==> src/rtl/lutram_test_pkg.sv <==
// Shared types, constants and pattern generation for the LUTRAM pattern tester.
package lutram_test_pkg;

    typedef enum logic [2:0] {
        S_IDLE  = 3'd0,
        S_CLEAR = 3'd1,
        S_WRITE = 3'd2,
        S_CHECK = 3'd3,
        S_DONE  = 3'd4
    } state_t;

    localparam logic [1:0] MODE_CHECKER     = 2'd0;
    localparam logic [1:0] MODE_ADDR        = 2'd1;
    localparam logic [1:0] MODE_INV_CHECKER = 2'd2;
    localparam logic [1:0] MODE_LFSR        = 2'd3;

    localparam logic [31:0] LFSR_POLY = 32'h8020_0003;
    localparam logic [31:0] LFSR_SEED = 32'hACE1_0001;

    // Right-shifting Galois LFSR: the bit shifted out folds the tap mask back in.
    function automatic logic [31:0] lfsr_step(input logic [31:0] s);
        return s[0] ? ((s >> 1) ^ LFSR_POLY) : (s >> 1);
    endfunction

    // Data word for one address; bits at or above dw are left at zero.
    function automatic logic [31:0] pattern_word(
        input logic [31:0] addr,
        input logic [31:0] lfsr,
        input logic [1:0]  mode,
        input int          aw,
        input int          dw
    );
        logic [31:0] w;
        w = '0;
        for (int j = 0; j < 32; j++) begin
            if (j < dw) begin
                case (mode)
                    MODE_CHECKER:     w[j] = addr[0] ^ ((j % 2) == 1);
                    MODE_ADDR:        w[j] = addr[j % aw];
                    MODE_INV_CHECKER: w[j] = ~(addr[0] ^ ((j % 2) == 1));
                    MODE_LFSR:        w[j] = lfsr[j];
                endcase
            end
        end
        return w;
    endfunction

endpackage

==> src/rtl/lutram_sp_ram.sv <==
// Single-port distributed RAM: synchronous write, asynchronous read.
// Primitive characterisation builds swap the inferred array for vendor
// single-bit LUTRAM cells so the exact primitive is exercised.
module lutram_sp_ram #(
    parameter int A_WIDTH = 8,
    parameter int D_WIDTH = 1
) (
    input  logic               clk,
    input  logic               we,
    input  logic [A_WIDTH-1:0] addr,
    input  logic [D_WIDTH-1:0] wdata,
    output logic [D_WIDTH-1:0] q
);

`ifdef LUTRAM_PRIM_TEST
    for (genvar b = 0; b < D_WIDTH; b++) begin : g_bit
        if (A_WIDTH == 4) begin : g_ram16
            (* keep = "true" *) RAM16X1S u_ram (
                .O(q[b]), .D(wdata[b]), .WCLK(clk), .WE(we),
                .A0(addr[0]), .A1(addr[1]), .A2(addr[2]), .A3(addr[3])
            );
        end else if (A_WIDTH == 5) begin : g_ram32
            (* keep = "true" *) RAM32X1S u_ram (
                .O(q[b]), .D(wdata[b]), .WCLK(clk), .WE(we),
                .A0(addr[0]), .A1(addr[1]), .A2(addr[2]), .A3(addr[3]), .A4(addr[4])
            );
        end else if (A_WIDTH == 6) begin : g_ram64
            (* keep = "true" *) RAM64X1S u_ram (
                .O(q[b]), .D(wdata[b]), .WCLK(clk), .WE(we),
                .A0(addr[0]), .A1(addr[1]), .A2(addr[2]), .A3(addr[3]), .A4(addr[4]),
                .A5(addr[5])
            );
        end else begin : g_inferred
            (* keep = "true", ram_style = "distributed" *) logic mem [2**A_WIDTH];
            // Fallback bit-slice for depths without a matching primitive.
            always_ff @(posedge clk) begin
                if (we) mem[addr] <= wdata[b];
            end
            assign q[b] = mem[addr];
        end
    end
`else
    (* keep = "true", ram_style = "distributed" *) logic [D_WIDTH-1:0] mem [2**A_WIDTH];

    // Synchronous write port; no reset so the array maps onto LUTRAM.
    always_ff @(posedge clk) begin
        if (we) mem[addr] <= wdata;
    end

    assign q = mem[addr];
`endif

endmodule

==> src/rtl/lutram_pattern_tester.sv <==
// Clear / write / read-back pattern tester for a distributed RAM.
//
//   state   | meaning
//   --------+-----------------------------------------------------------
//   S_IDLE  | waiting for a start rising edge after reset
//   S_CLEAR | writing zero to every address, one per tick
//   S_WRITE | writing the selected pattern, one address per tick
//   S_CHECK | reading back and comparing, one address per tick
//   S_DONE  | results held; a start rising edge relaunches
module lutram_pattern_tester #(
    parameter int          A_WIDTH = 8,
    parameter int          D_WIDTH = 1,
    parameter logic [31:0] DIV_END = 32'h00FF_FFFF
) (
    input  logic               clk_i,
    input  logic               rst_ni,
    input  logic               start_i,
    input  logic [1:0]         mode_i,
    input  logic               err_inject_i,
    output logic               busy_o,
    output logic               done_o,
    output logic               pass_o,
    output logic [15:0]        err_count_o,
    output logic [A_WIDTH-1:0] first_err_addr_o,
    output logic [D_WIDTH-1:0] q_o
);
    import lutram_test_pkg::*;

    state_t             state, state_nxt;
    logic [1:0]         rst_sync;
    logic               rst_n;
    logic               start_q;
    logic               launch;
    logic               run;
    logic [31:0]        presc;
    logic               tick;
    logic [A_WIDTH-1:0] addr;
    logic               addr_last;
    logic [1:0]         mode_q;
    logic [31:0]        lfsr;
    logic [15:0]        err_count;
    logic [A_WIDTH-1:0] first_err_addr;
    logic [D_WIDTH-1:0] expected;
    logic [D_WIDTH-1:0] wdata;
    logic [D_WIDTH-1:0] q;
    logic               we;
    logic               done;
    logic               mismatch;

    // Reset asserts asynchronously but is released in step with clk_i.
    always_ff @(posedge clk_i or negedge rst_ni) begin
        if (!rst_ni) rst_sync <= 2'b00;
        else         rst_sync <= {rst_sync[0], 1'b1};
    end
    assign rst_n = rst_sync[1];

    // Previous start level for rising-edge detection.
    always_ff @(posedge clk_i or negedge rst_n) begin
        if (!rst_n) start_q <= 1'b0;
        else        start_q <= start_i;
    end

    assign launch    = start_i & ~start_q & ((state == S_IDLE) | (state == S_DONE));
    assign run       = (state == S_CLEAR) | (state == S_WRITE) | (state == S_CHECK);
    assign tick      = run & (presc == '0);
    assign addr_last = &addr;

    // Tick prescaler: down-counter reloaded at launch so the first tick
    // lands exactly DIV_END+1 clocks after the launch edge.
    always_ff @(posedge clk_i or negedge rst_n) begin
        if (!rst_n)          presc <= '0;
        else if (launch)     presc <= DIV_END;
        else if (run)        presc <= (presc == '0) ? DIV_END : presc - 32'd1;
    end

    // Address walks once per tick and wraps into the next phase on its own.
    always_ff @(posedge clk_i or negedge rst_n) begin
        if (!rst_n)      addr <= '0;
        else if (launch) addr <= '0;
        else if (tick)   addr <= addr + A_WIDTH'(1);
    end

    // Pattern select is frozen for the whole run.
    always_ff @(posedge clk_i or negedge rst_n) begin
        if (!rst_n)      mode_q <= MODE_CHECKER;
        else if (launch) mode_q <= mode_i;
    end

    // LFSR restarts at the seed for both WRITE and CHECK so the sequences line up.
    always_ff @(posedge clk_i or negedge rst_n) begin
        if (!rst_n)
            lfsr <= LFSR_SEED;
        else if (tick && addr_last && ((state == S_CLEAR) || (state == S_WRITE)))
            lfsr <= LFSR_SEED;
        else if (tick && ((state == S_WRITE) || (state == S_CHECK)))
            lfsr <= lfsr_step(lfsr);
    end

    assign expected = D_WIDTH'(pattern_word(32'(addr), lfsr, mode_q, A_WIDTH, D_WIDTH));
    assign mismatch = tick & (state == S_CHECK) & (q != expected);

    // Saturating error count; the first failing address is kept.
    always_ff @(posedge clk_i or negedge rst_n) begin
        if (!rst_n) begin
            err_count      <= '0;
            first_err_addr <= '0;
        end else if (launch) begin
            err_count      <= '0;
            first_err_addr <= '0;
        end else if (mismatch) begin
            if (err_count == '0)      first_err_addr <= addr;
            if (err_count != 16'hFFFF) err_count     <= err_count + 16'd1;
        end
    end

    // State register.
    always_ff @(posedge clk_i or negedge rst_n) begin
        if (!rst_n) state <= S_IDLE;
        else        state <= state_nxt;
    end

    // Next-state logic; phases end on the tick that covers the last address.
    always_comb begin
        state_nxt = state;
        case (state)
            S_IDLE:  if (launch)            state_nxt = S_CLEAR;
            S_CLEAR: if (tick && addr_last) state_nxt = S_WRITE;
            S_WRITE: if (tick && addr_last) state_nxt = S_CHECK;
            S_CHECK: if (tick && addr_last) state_nxt = S_DONE;
            S_DONE:  if (launch)            state_nxt = S_CLEAR;
            default:                        state_nxt = S_IDLE;
        endcase
    end

    // Per-state outputs: write strobe, write data and done flag.
    always_comb begin
        we    = 1'b0;
        wdata = '0;
        done  = 1'b0;
        case (state)
            S_CLEAR: we = tick;
            S_WRITE: begin
                we    = tick;
                wdata = expected ^ D_WIDTH'(err_inject_i);
            end
            S_DONE:  done = 1'b1;
            default: ;
        endcase
    end

    lutram_sp_ram #(
        .A_WIDTH(A_WIDTH),
        .D_WIDTH(D_WIDTH)
    ) u_ram (
        .clk  (clk_i),
        .we   (we),
        .addr (addr),
        .wdata(wdata),
        .q    (q)
    );

    assign busy_o           = run;
    assign done_o           = done;
    assign pass_o           = done & (err_count == '0);
    assign err_count_o      = err_count;
    assign first_err_addr_o = first_err_addr;
    assign q_o              = q;

endmodule

==> config.mk <==
export PLATFORM = sky130hd
export DESIGN_NAME = lutram_pattern_tester
export DESIGN_NICKNAME = d
export VERILOG_FILES = /design/src/rtl/lutram_test_pkg.sv /design/src/rtl/lutram_sp_ram.sv /design/src/rtl/lutram_pattern_tester.sv
export SDC_FILE = /design/constraint.sdc
export NUM_CORES = 1
export LEC_CHECK = 0
export BUFFER_PORTS_ARGS = -buffer_cell sky130_fd_sc_hd__buf_2
export CAP_MARGIN = 30
export CORE_MARGIN = 5
export CORE_UTILIZATION = 35
export DETAILED_ROUTE_END_ITERATION = 10
export HOLD_SLACK_MARGIN = 0.06
export PLACE_DENSITY = 0.61
export SYNTH_ARGS = -nofsm -noshare
export SYNTH_HDL_FRONTEND = slang
export SYNTH_SLANG_ARGS = --single-unit
==> constraint.sdc <==
create_clock -name clk_i -period 9.2 [get_ports clk_i]
set_input_delay 0.46 -clock clk_i [delete_from_list [all_inputs] [get_ports clk_i]]
set_output_delay 0.46 -clock clk_i [all_outputs]
set_load 0.01 [all_outputs]
# Word-level counts from Yosys, hierarchy flattened
# Memories as Yosys holds them, arrays and structs flattened.
# Index checks and enable logic that the tools add are counted.
[word_totals] elab_cells=86 inputBits=6 memories=1 ramBits=256 regBits=104
[mem_list] memory="u_ram.mem" depth=256 width=1 rd=1 rd_clocked_by_memory_dff=0 wr=1 line_no="lutram_sp_ram.sv:43" rtl="(* keep = \"true\", ram_style = \"distributed\" *) logic [D_WIDTH-1:0] mem [2**A_WIDTH];"
[classes] n_bitwise=13 n_eq_ne=13 addsub=3 mux=25 reduce_logical=22
[ops] cell="32-bit two-way mux" n=6
[ops] cell="16-bit two-way mux" n=3
[ops] cell="8-bit two-way mux" n=5
[ops] cell="32-bit logical NOT" n=1
[ops] cell="32-bit by 1-bit subtractor with 32-bit output (second input constant)" n=1
[ops] cell="16-bit by 1-bit adder with 16-bit output (second input constant)" n=1
[ops] cell="16-bit logical NOT" n=1
[ops] cell="16-bit != test (second input constant)" n=1
[ops] cell="3-bit two-way mux" n=4
[ops] cell="3-bit case mux with 4 select lines" n=1
[ops] cell="2-bit nonzero test" n=6
[ops] cell="8-bit by 1-bit adder with 8-bit output (second input constant)" n=1
[ops] cell="2-bit by 1-bit != test with 1-bit output (second input constant)" n=4
[ops] cell="8-bit AND reduction" n=1
[ops] cell="1-bit bitwise AND" n=6
[ops] cell="3-bit by 2-bit equality test with 1-bit output (second input constant)" n=2
[ops] cell="2-bit OR reduction" n=3
[ops] cell="1-bit two-way mux" n=5
[ops] cell="2-bit equality test (second input constant)" n=2
[ops] cell="3-bit inverter with 4-bit output" n=1
[ops] cell="2-bit AND reduction" n=2
[ops] cell="4-bit AND reduction" n=1
[ops] cell="3-bit by 1-bit equality test with 1-bit output (second input constant)" n=1
[ops] cell="3-bit equality test (second input constant)" n=1
[ops] cell="10 further kinds" n=16

# Depth between registers and ports, before layout
# Gate-level depths: netlist (run 1).
[logic_depth] depth_word=8 mapped_depth=15

# By module
# From an unflattened synthesis (run 1), not the netlist that was laid out.
[unflattened] hier_cells=1254 area_unflattened_um2=16036.6
[by_module_without_submodules] mod="lutram_sp_ram" cells_each=747 instances=1 area_each_um2=10986.8 seq_area_each_um2=7687.4
[by_module_without_submodules] mod="lutram_pattern_tester" cells_each=507 instances=1 area_each_um2=5049.8 seq_area_each_um2=2613.8

# Least setup slack after synthesis (run 1)
# Ideal clock, no wire load.
[synth_path] path_kind="register to register" start="reg addr[0]" end="mem u_ram.mem[0] (data pin)" t_arrival_ps=11122 stages_incl_launch_ff=8 required_ps=7102 synth_period_minus_slack_ps=13220 slack_ps=-4020 n_path_buf=3 cell_sequence="dfrtp_1 -> buf_6 -> buf_6 -> buf_8 -> inv_1 -> o21ai_0 -> xnor2_1 -> nor3_1"
[synth_between] elab_chain_len=4
[synth_lines] item="from (decl)" line_no="lutram_pattern_tester.sv:37" rtl="logic [A_WIDTH-1:0] addr;"
[synth_lines] item="from (signal assigned)" line_no="lutram_pattern_tester.sv:80" rtl="else if (tick) addr <= addr + A_WIDTH'(1);"
[synth_lines] item="1-bit inverter" line_no="lutram_test_pkg.sv:40" rtl="MODE_INV_CHECKER: w[j] = ~(addr[0] ^ ((j % 2) == 1));"
[synth_lines] item="1-bit case mux with 3 select lines *" line_no="lutram_test_pkg.sv:37" rtl="case (mode)"
[synth_lines] item="1-bit bitwise XOR *" line_no="lutram_pattern_tester.sv:144" rtl="wdata = expected ^ D_WIDTH'(err_inject_i);"
[synth_lines] item="1-bit two-way mux *" line_no="lutram_pattern_tester.sv:140" rtl="case (state)"
[synth_lines] item="named net u_ram.wdata" line_no="lutram_sp_ram.sv:11" rtl="input logic [D_WIDTH-1:0] wdata,"
[synth_lines] item="to (decl)" line_no="lutram_sp_ram.sv:43"
# The timed path passes the listed nets; every way through them passes the cells marked *.

# Worst setup path after layout (run 1)
[layout_path] start="reg addr[0]" end="reg err_count[12], in the netlist err_count_o[12]"
[layout_between] elab_chain_len=6
[layout_lines] item="parallel branches: the longest is 2 deep, another holds memory read 256 x 1 bit"
[layout_lines] item="1-bit != test *" line_no="lutram_pattern_tester.sv:100" rtl="assign mismatch = tick & (state == S_CHECK) & (q != expected);"
[layout_lines] item="1-bit bitwise AND *" line_no="lutram_pattern_tester.sv:100"
[layout_lines] item="2-bit nonzero test (no source line) *"
[layout_lines] item="2-bit AND reduction (no source line) *"
[layout_lines] item="to (signal assigned)" line_no="lutram_pattern_tester.sv:112" rtl="if (err_count != 16'hFFFF) err_count <= err_count + 16'd1;"
[layout_lines] item="to (decl)" line_no="lutram_pattern_tester.sv:41" rtl="logic [15:0] err_count;"
# Every way passes the cells marked *.
# A chain may end at the register's enable or synchronous reset.

==> out/metrics.csv, run 1 <==
stage,metric,value,unit
logic_synthesis,synth_flop_cell,edfxtp_1,
cts,root_buffer,clkbuf_16,
logic_synthesis,synth_edf_count,256,
sta,tns,0,ns
logic_synthesis,synth_area_per_cell,12.8,um^2
logic_synthesis,syn_inst,1279,
sta,fmaxAchievable,0.205,GHz
worst_setup_path,max_stage_delay,0.81,ns
min_path,hp-class,in -> reg,
cts,clkTransAtPathRegs,0.06,ns
cts,cts_buffers,38,
placement,globalplace.congestion,0.759,
routing,met2_length,18300,um
die,io_pins,34,
sta,slew_headroom,33.1,%
worst_setup_path,worst_ep_required_time,9.66,ns
power,p_total,3.59,mW
placement,dp_cells,1860,
routing,wl_met1,16400,um
worst_setup_path,rrSetupSlack,4.33,ns
die,fp-row-count,79,
logic_synthesis,synth_nets,1292,
sta,final_hold_viol_count,0,
logic_synthesis,yosysMostFrequentCell,nor2_1,
worst_setup_path,cp_cell_sequence,buf_4 -> mux4_1 -> a22oi_1 -> a211oi_1 -> a311oi_1 -> a31oi_1 -> o31ai_4 -> xor2_2 -> or2_1 -> or4_1 -> nand2_1,
logic_synthesis,async_reset_ff_share,28.9,%
worst_setup_path,cp-start-kind,register,
routing,vias,10174,
cts,cts_hold_buf,1,
cts,cts_resized,0,
worst_setup_path,path_max_fanout,44,
worst_setup_path,cp_top_family,compound AO/OA/AOI/OAI gates,
min_path,worstHoldStart,start_i,
routing,routed_wl,37700,um
routing,dr.pass1.iters,6,
die,die-height,226,um
global_route,grtUsageTotal,14.6,%
sta,worst_pin_slew,1.00,ns
cts,clk_path_buf_depth,3,
worst_setup_path,critPathCaptureType,register,
die,core,46400,um^2
routing,drt_iter0_markers,1041,
final_layout,area_delta_synth_final,12.5,%
logic_synthesis,syn_area,16300,um^2
sta,drv_slew,0,
routing,avgRoutedWirePerCell,19.5,um
cts,cts_tree,done,
final_layout,drive_gt1_share,15.9,%
power,power_density,196,nW/um^2
final_layout,n_fill_cell,4338,
sta,skew,0.0260,ns
global_route,gr-total-overflow,0,
final_layout,antennaDiodeCount,0,
logic_synthesis,synth_top_cell_by_area,edfxtp_1,
min_path,hold_path_end,start_q,
logic_synthesis,yosysUniqueCellTypes,68,
global_route,grt_pass1_vias,10189,
placement,hpwl,22300,um
global_route,antenna_found_initial,0,
die,die_area,51100,um^2
routing,highest_layer,met4,
sta,fin_crit,4.87,ns
sta,setup_violations,0,
logic_synthesis,synth.area.top_cells,"edfxtp_1 (47%), dfrtp_1 (15%), nor2_1 (7.8%)",
cts,clk_latency,0.53,ns
routing,antenna_left,0,
routing,viasPerCell,5.27,
final_layout,finalCoreUtilization,39.6,%
worst_setup_path,critPathKind,reg -> reg,
die,die_w,226,um
sta,rsz0062_at_grt,no,
worst_setup_path,r2r-start,addr[0],
cts,post_cts_buffers,0,
cts,cts_max_level,2,
die,start_util,35.2,%
final_layout,fin_nets,1309,
outcome,status,completed,
power,max-vdd-ir-drop,125,uV
logic_synthesis,yosys_register_bits,360,
worst_setup_path,worstSetupStartpoint,addr[0],
power,p_leak,6.16,nW
final_layout,layout.cells.non_filler,1932,
run,cap_violations,0,
worst_setup_path,cp.arrival,5.33,ns
worst_setup_path,rr_worst_depth,11,
worst_setup_path,crit_slowest_cell,buf_4,
logic_synthesis,yosysSeqAreaShare,63.1,%
logic_synthesis,synth_top_area_share,47.1,%
sta,holdWs,0.0878,ns
routing,drc_errors,0,
cts,cts_sinks,360,
global_route,grt_pass1_wl,58800,um
placement,io_buffers,33,
worst_setup_path,crit_cells,11,
routing,dr_wl_met3,2260,um
worst_setup_path,r2r-end,err_count_o[12],
worst_setup_path,cp_num_buf_inv,1,
sta,period_share,53.0,%
global_route,grt_max_degree,97,
min_path,holdPathStages,1,
logic_synthesis,synthTopCellsByCount,"nor2_1 (340), edfxtp_1 (256), nand2_1 (105)",
logic_synthesis,ys_warn_count,0,
-- logic make-up after synthesis --
group           Yosys count  share of synthesized area (%)
buf+inv                  94                           2.92
compound gates           84                           3.76
fa+ha+maj                 7                          0.536
mux                     118                           12.1
xor+xnor                 39                           2.14
flops                   360                           63.1
simple gates            576                           15.4
other cells               1                         0.0230
-- per-layer routing --
| metal | vias up | GRT usage (%) |
|---|---|---|
| met3 | 60 | 2.12 |
| met2 | 271 | 24.3 |
| li1 | 4626 | - |
| met5 | - | 0 |
| met4 | 0 | 3.55 |
| met1 | 5217 | 20.3 |
-- registers in the layout, indices dropped and copies added (netlist names) --
register          flops
u_ram.mem           256
lfsr                 32
presc                32
err_count_o          16
addr                  8
first_err_addr_o      8
state                 3
mode_q                2
rst_sync              2
start_q               1
-- cell type report --
cell class / instances / area [um^2] / share of cell area (%)
Multi-Input combinational cell: 825 / 5580 / 30.4
Timing Repair Buffer: 55 / 443 / 2.41
Inverter: 16 / 60.1 / 0.327
Clock buffer: 57 / 1100 / 6.01
Sequential cell: 360 / 10300 / 56.1
Tap cell: 607 / 759 / 4.14
Clock inverter: 12 / 113 / 0.613
-- cell usage in the layout, fill, tap and decap left out, types with 13 or more instances in the layout --
cell type	Yosys	layout
and3_1	13	13
buf_2	15	33
buf_4	2	13
clkbuf_16	0	39
dfrtp_1	95	92
edfxtp_1	256	256
inv_1	14	14
mux2i_1	51	51
mux4_2	55	55
nand2_1	105	105
nand3_1	23	23
nor2_1	340	340
nor3_1	23	21
o21ai_0	15	15
or3_1	15	15
xnor2_1	23	23
xor2_1	15	15
-- power by group --
part	total [mW]	internal (mW)	switching, mW
Sequential	1.81	1.75	0.0528
Combinational	0.285	0.118	0.167
Clock	1.50	0.886	0.613
Total	3.59	2.76	0.833
-- stage by stage --
stage          instance area, um^2  worst slack [ns]
4_1_cts                      18300              4.30
6_report                     18400              4.33
3_5_place_dp                 17100              4.32
2_1_floorplan                16300              1.01
3_3_place_gp                 17000              4.41
5_1_grt                      18400              3.94
-- how the worst max path moves through the flow --
stage / slack [ns] / to
after floorplan: 1.01 / u_ram.mem[0]
after global placement: 4.41 / err_count_o[10]
after detailed placement: 4.32 / err_count_o[10]
after CTS: 4.30 / err_count_o[10]
after global routing: 3.94 / err_count_o[12]
final: 4.33 / err_count_o[12]
Note: power is estimated with default switching activity, not from simulation.
==> run 2, diff against run 1 <==
--- a/config.mk
+++ b/config.mk
@@ -5,13 +5,14 @@
 export SDC_FILE = /design/constraint.sdc
 export NUM_CORES = 1
 export LEC_CHECK = 0
+export ABC_AREA = 1
 export BUFFER_PORTS_ARGS = -buffer_cell sky130_fd_sc_hd__buf_2
 export CAP_MARGIN = 30
 export CORE_MARGIN = 5
 export CORE_UTILIZATION = 35
 export DETAILED_ROUTE_END_ITERATION = 10
 export HOLD_SLACK_MARGIN = 0.06
-export PLACE_DENSITY = 0.61
+export PLACE_DENSITY = 0.62
 export SYNTH_ARGS = -nofsm -noshare
 export SYNTH_HDL_FRONTEND = slang
 export SYNTH_SLANG_ARGS = --single-unit
==> constraint.sdc (replaced) <==
create_clock -name clk_i -period 3.98 [get_ports clk_i]
set_input_delay 0.199 -clock clk_i [delete_from_list [all_inputs] [get_ports clk_i]]
set_output_delay 0.199 -clock clk_i [all_outputs]
set_load 0.01 [all_outputs]
==> run 2 against run 1 <==
Compared with the run above:
- combinational power down 76%
- wire length up 23%
- synthesized cell count up 66%
==> out/metrics.csv, run 2 <==
stage,metric,value,unit
sta,worst_pin_slew,0.971,ns
logic_synthesis,synth.area.top_cells,"edfxtp_1 (43%), dfrtp_1 (13%), nand2_1 (13%)",
placement,globalplace.congestion,0.881,
cts,root_buffer,clkbuf_16,
logic_synthesis,synth_area_per_cell,8.44,um^2
worst_setup_path,r2r-end,u_ram.mem[46],
min_path,hp-class,reg -> async,
cts,clk_latency,0.57,ns
power,max-vdd-ir-drop,222,uV
sta,skew,0.0302,ns
power,p_leak,8.78,nW
routing,routed_wl,46200,um
worst_setup_path,crit_end,q_o,
routing,antenna_left,0,
worst_setup_path,worstSetupStartpoint,addr[0],
logic_synthesis,synth_top_area_share,43.0,%
final_layout,drive_gt1_share,8.42,%
die,start_util,35.5,%
cts,clk_path_buf_depth,3,
worst_setup_path,cp_num_buf_inv,2,
final_layout,largest-register,u_ram.mem,
die,die_w,236,um
cts,cts_resized,0,
logic_synthesis,ys_warn_count,0,
global_route,gr-total-overflow,0,
cts,post_cts_buffers,0,
outcome,status,completed,
global_route,grt_max_degree,192,
logic_synthesis,async_reset_ff_share,28.9,%
worst_setup_path,rrSetupSlack,0.82,ns
sta,fmaxAchievable,0.309,GHz
worst_setup_path,cp-start-kind,register,
placement,hpwl,27100,um
sta,rsz0062_at_grt,no,
worst_setup_path,cp_top_family,simple AND/OR/NAND/NOR gates,
logic_synthesis,synth_flop_cell,edfxtp_1,
sta,setup_violations,0,
placement,io_buffers,33,
die,io_pins,34,
final_layout,final_common_cell,nand2_1,
logic_synthesis,synthTopCellsByCount,"nand2_1 (625), nor2_1 (442), edfxtp_1 (256)",
worst_setup_path,max_stage_delay,0.50,ns
placement,dpl_cell_area,18800,um^2
global_route,grt_pass1_vias,13409,
sta,period_share,81.3,%
logic_synthesis,yosysUniqueCellTypes,43,
sta,holdWs,0.102,ns
worst_setup_path,crit_slowest_cell,buf_4,
sta,final_hold_viol_count,0,
logic_synthesis,synth_edf_count,256,
cts,clkTransAtPathRegs,0.06,ns
worst_setup_path,critPathKind,reg -> out,
die,die_area,55600,um^2
worst_setup_path,r2r-start,addr[0],
cts,cts_buffers,41,
worst_setup_path,cp.arrival,3.04,ns
die,fp-row-count,82,
cts,cts_hold_buf,5,
routing,viasPerCell,4.92,
routing,drt_iter0_markers,1200,
final_layout,final_area,20200,um^2
final_layout,fin_nets,2154,
final_layout,layout_common_cells,"nand2_1 (625), nor2_1 (440), edfxtp_1 (256)",
worst_setup_path,cp_cell_sequence,buf_4 -> nor2_1 -> nor2_1 -> nand2_1 -> nand2_1 -> nand2_1 -> nand2_1 -> o21ai_0 -> nand2_1 -> nor2_1 -> nor2_1 -> nor2_1 -> nand2_1 -> buf_2,
worst_setup_path,critPathCaptureType,output pin,
cts,cts_tree,done,
global_route,grt_pass1_wl,73300,um
run,cap_violations,0,
worst_setup_path,path_max_fanout,57,
sta,fin_crit,3.24,ns
logic_synthesis,syn_area,17900,um^2
cts,cts_sinks,360,
logic_synthesis,yosysMostFrequentCell,nand2_1,
routing,vias,14017,
cts,cts_max_level,2,
global_route,antenna_found_initial,1,
routing,avgRoutedWirePerCell,16.2,um
worst_setup_path,worst_ep_required_time,3.78,ns
power,power_density,385,nW/um^2
logic_synthesis,yosysSeqAreaShare,57.7,%
final_layout,area_delta_synth_final,12.9,%
worst_setup_path,crit_cells,14,
routing,dr.pass1.iters,5,
final_layout,top_regs,"u_ram.mem: 256 flops, lfsr: 32 flops, presc: 32 flops",
logic_synthesis,synth_nets,2130,
logic_synthesis,synth_top_cell_by_area,edfxtp_1,
final_layout,layout.cells.non_filler,2847,
final_layout,largest_reg_flops,256,
logic_synthesis,yosys_register_bits,360,
logic_synthesis,syn_inst,2117,
placement,dp_cells,2764,
worst_setup_path,path_common_cell,nand2_1,
sta,slew_headroom,35.0,%
global_route,grtUsageTotal,16.2,%
power,p_total,7.77,mW
die,die-height,236,um
sta,drv_slew,0,
die,core,50300,um^2
routing,drc_errors,0,
worst_setup_path,rr_worst_depth,7,
sta,tns,0,ns
## run 2: changes by cell type after synthesis, moves of 12 or more
cell,change
a21oi_1,+27
nand3_1,+112
mux4_2,-55
o21ai_1,+12
inv_1,+197
nand2_1,+520
xnor2_1,-16
a22oi_1,-12
o21ai_0,+39
mux2i_1,-44
or3_1,-15
nor2_1,+102
## run 2: kinds of logic after synthesis
family	synth area share, %
mux	0.392
compound gates	3.36
buf+inv	7.56
xor+xnor	1.03
simple gates	29.5
flops	57.7
other cells	0.0210
fa+ha+maj	0.490
## run 2: through the flow
stage          utilization, %  setup slack [ns]
5_1_grt                  40.1             0.490
3_5_place_dp             37.3             0.908
4_1_cts                  40.0             0.704
2_1_floorplan               -             0.376
3_3_place_gp             37.3             0.780
6_report                 40.1             0.743
## run 2: per-layer routing
metal  up-vias  GRT usage (%)  share of wire (%)
met3        84           2.38                6.1
met1      6738           22.0                 44
li1       6785              -                  -
met4         0           5.65                2.7
met5         -              0                  0
met2       410           26.6                 47
## run 2: worst min path at each step
stage | start | to | depth (start not counted)
floorplan | rst_ni | rst_sync[0] | 0
global placement | rst_ni | rst_sync[0] | 1
detailed placement | rst_ni | rst_sync[0] | 1
CTS | start_i | start_q | 2
global route | rst_sync[1] | lfsr[13] | 0
finish | rst_sync[1] | lfsr[13] | 0
## run 2: final cells by class
cell class / instances / area (um^2)
clock buffers: 57 / 1140
fillers: 5064 / 30100
inverters: 215 / 810
repair buffers: 83 / 656
flip-flops and latches: 360 / 10300
multi-input cells: 1440 / 6230
diodes: 1 / 2.50
clock inverters: 19 / 168
well taps: 672 / 841
## run 2: where the power goes
group / internal [mW] / total (mW) / switching (mW)
Sequential: 4.03 / 4.03 / 0.00104
Combinational: 0.0115 / 0.0682 / 0.0567
Clock: 2.14 / 3.67 / 1.53
Total: 6.18 / 7.77 / 1.59
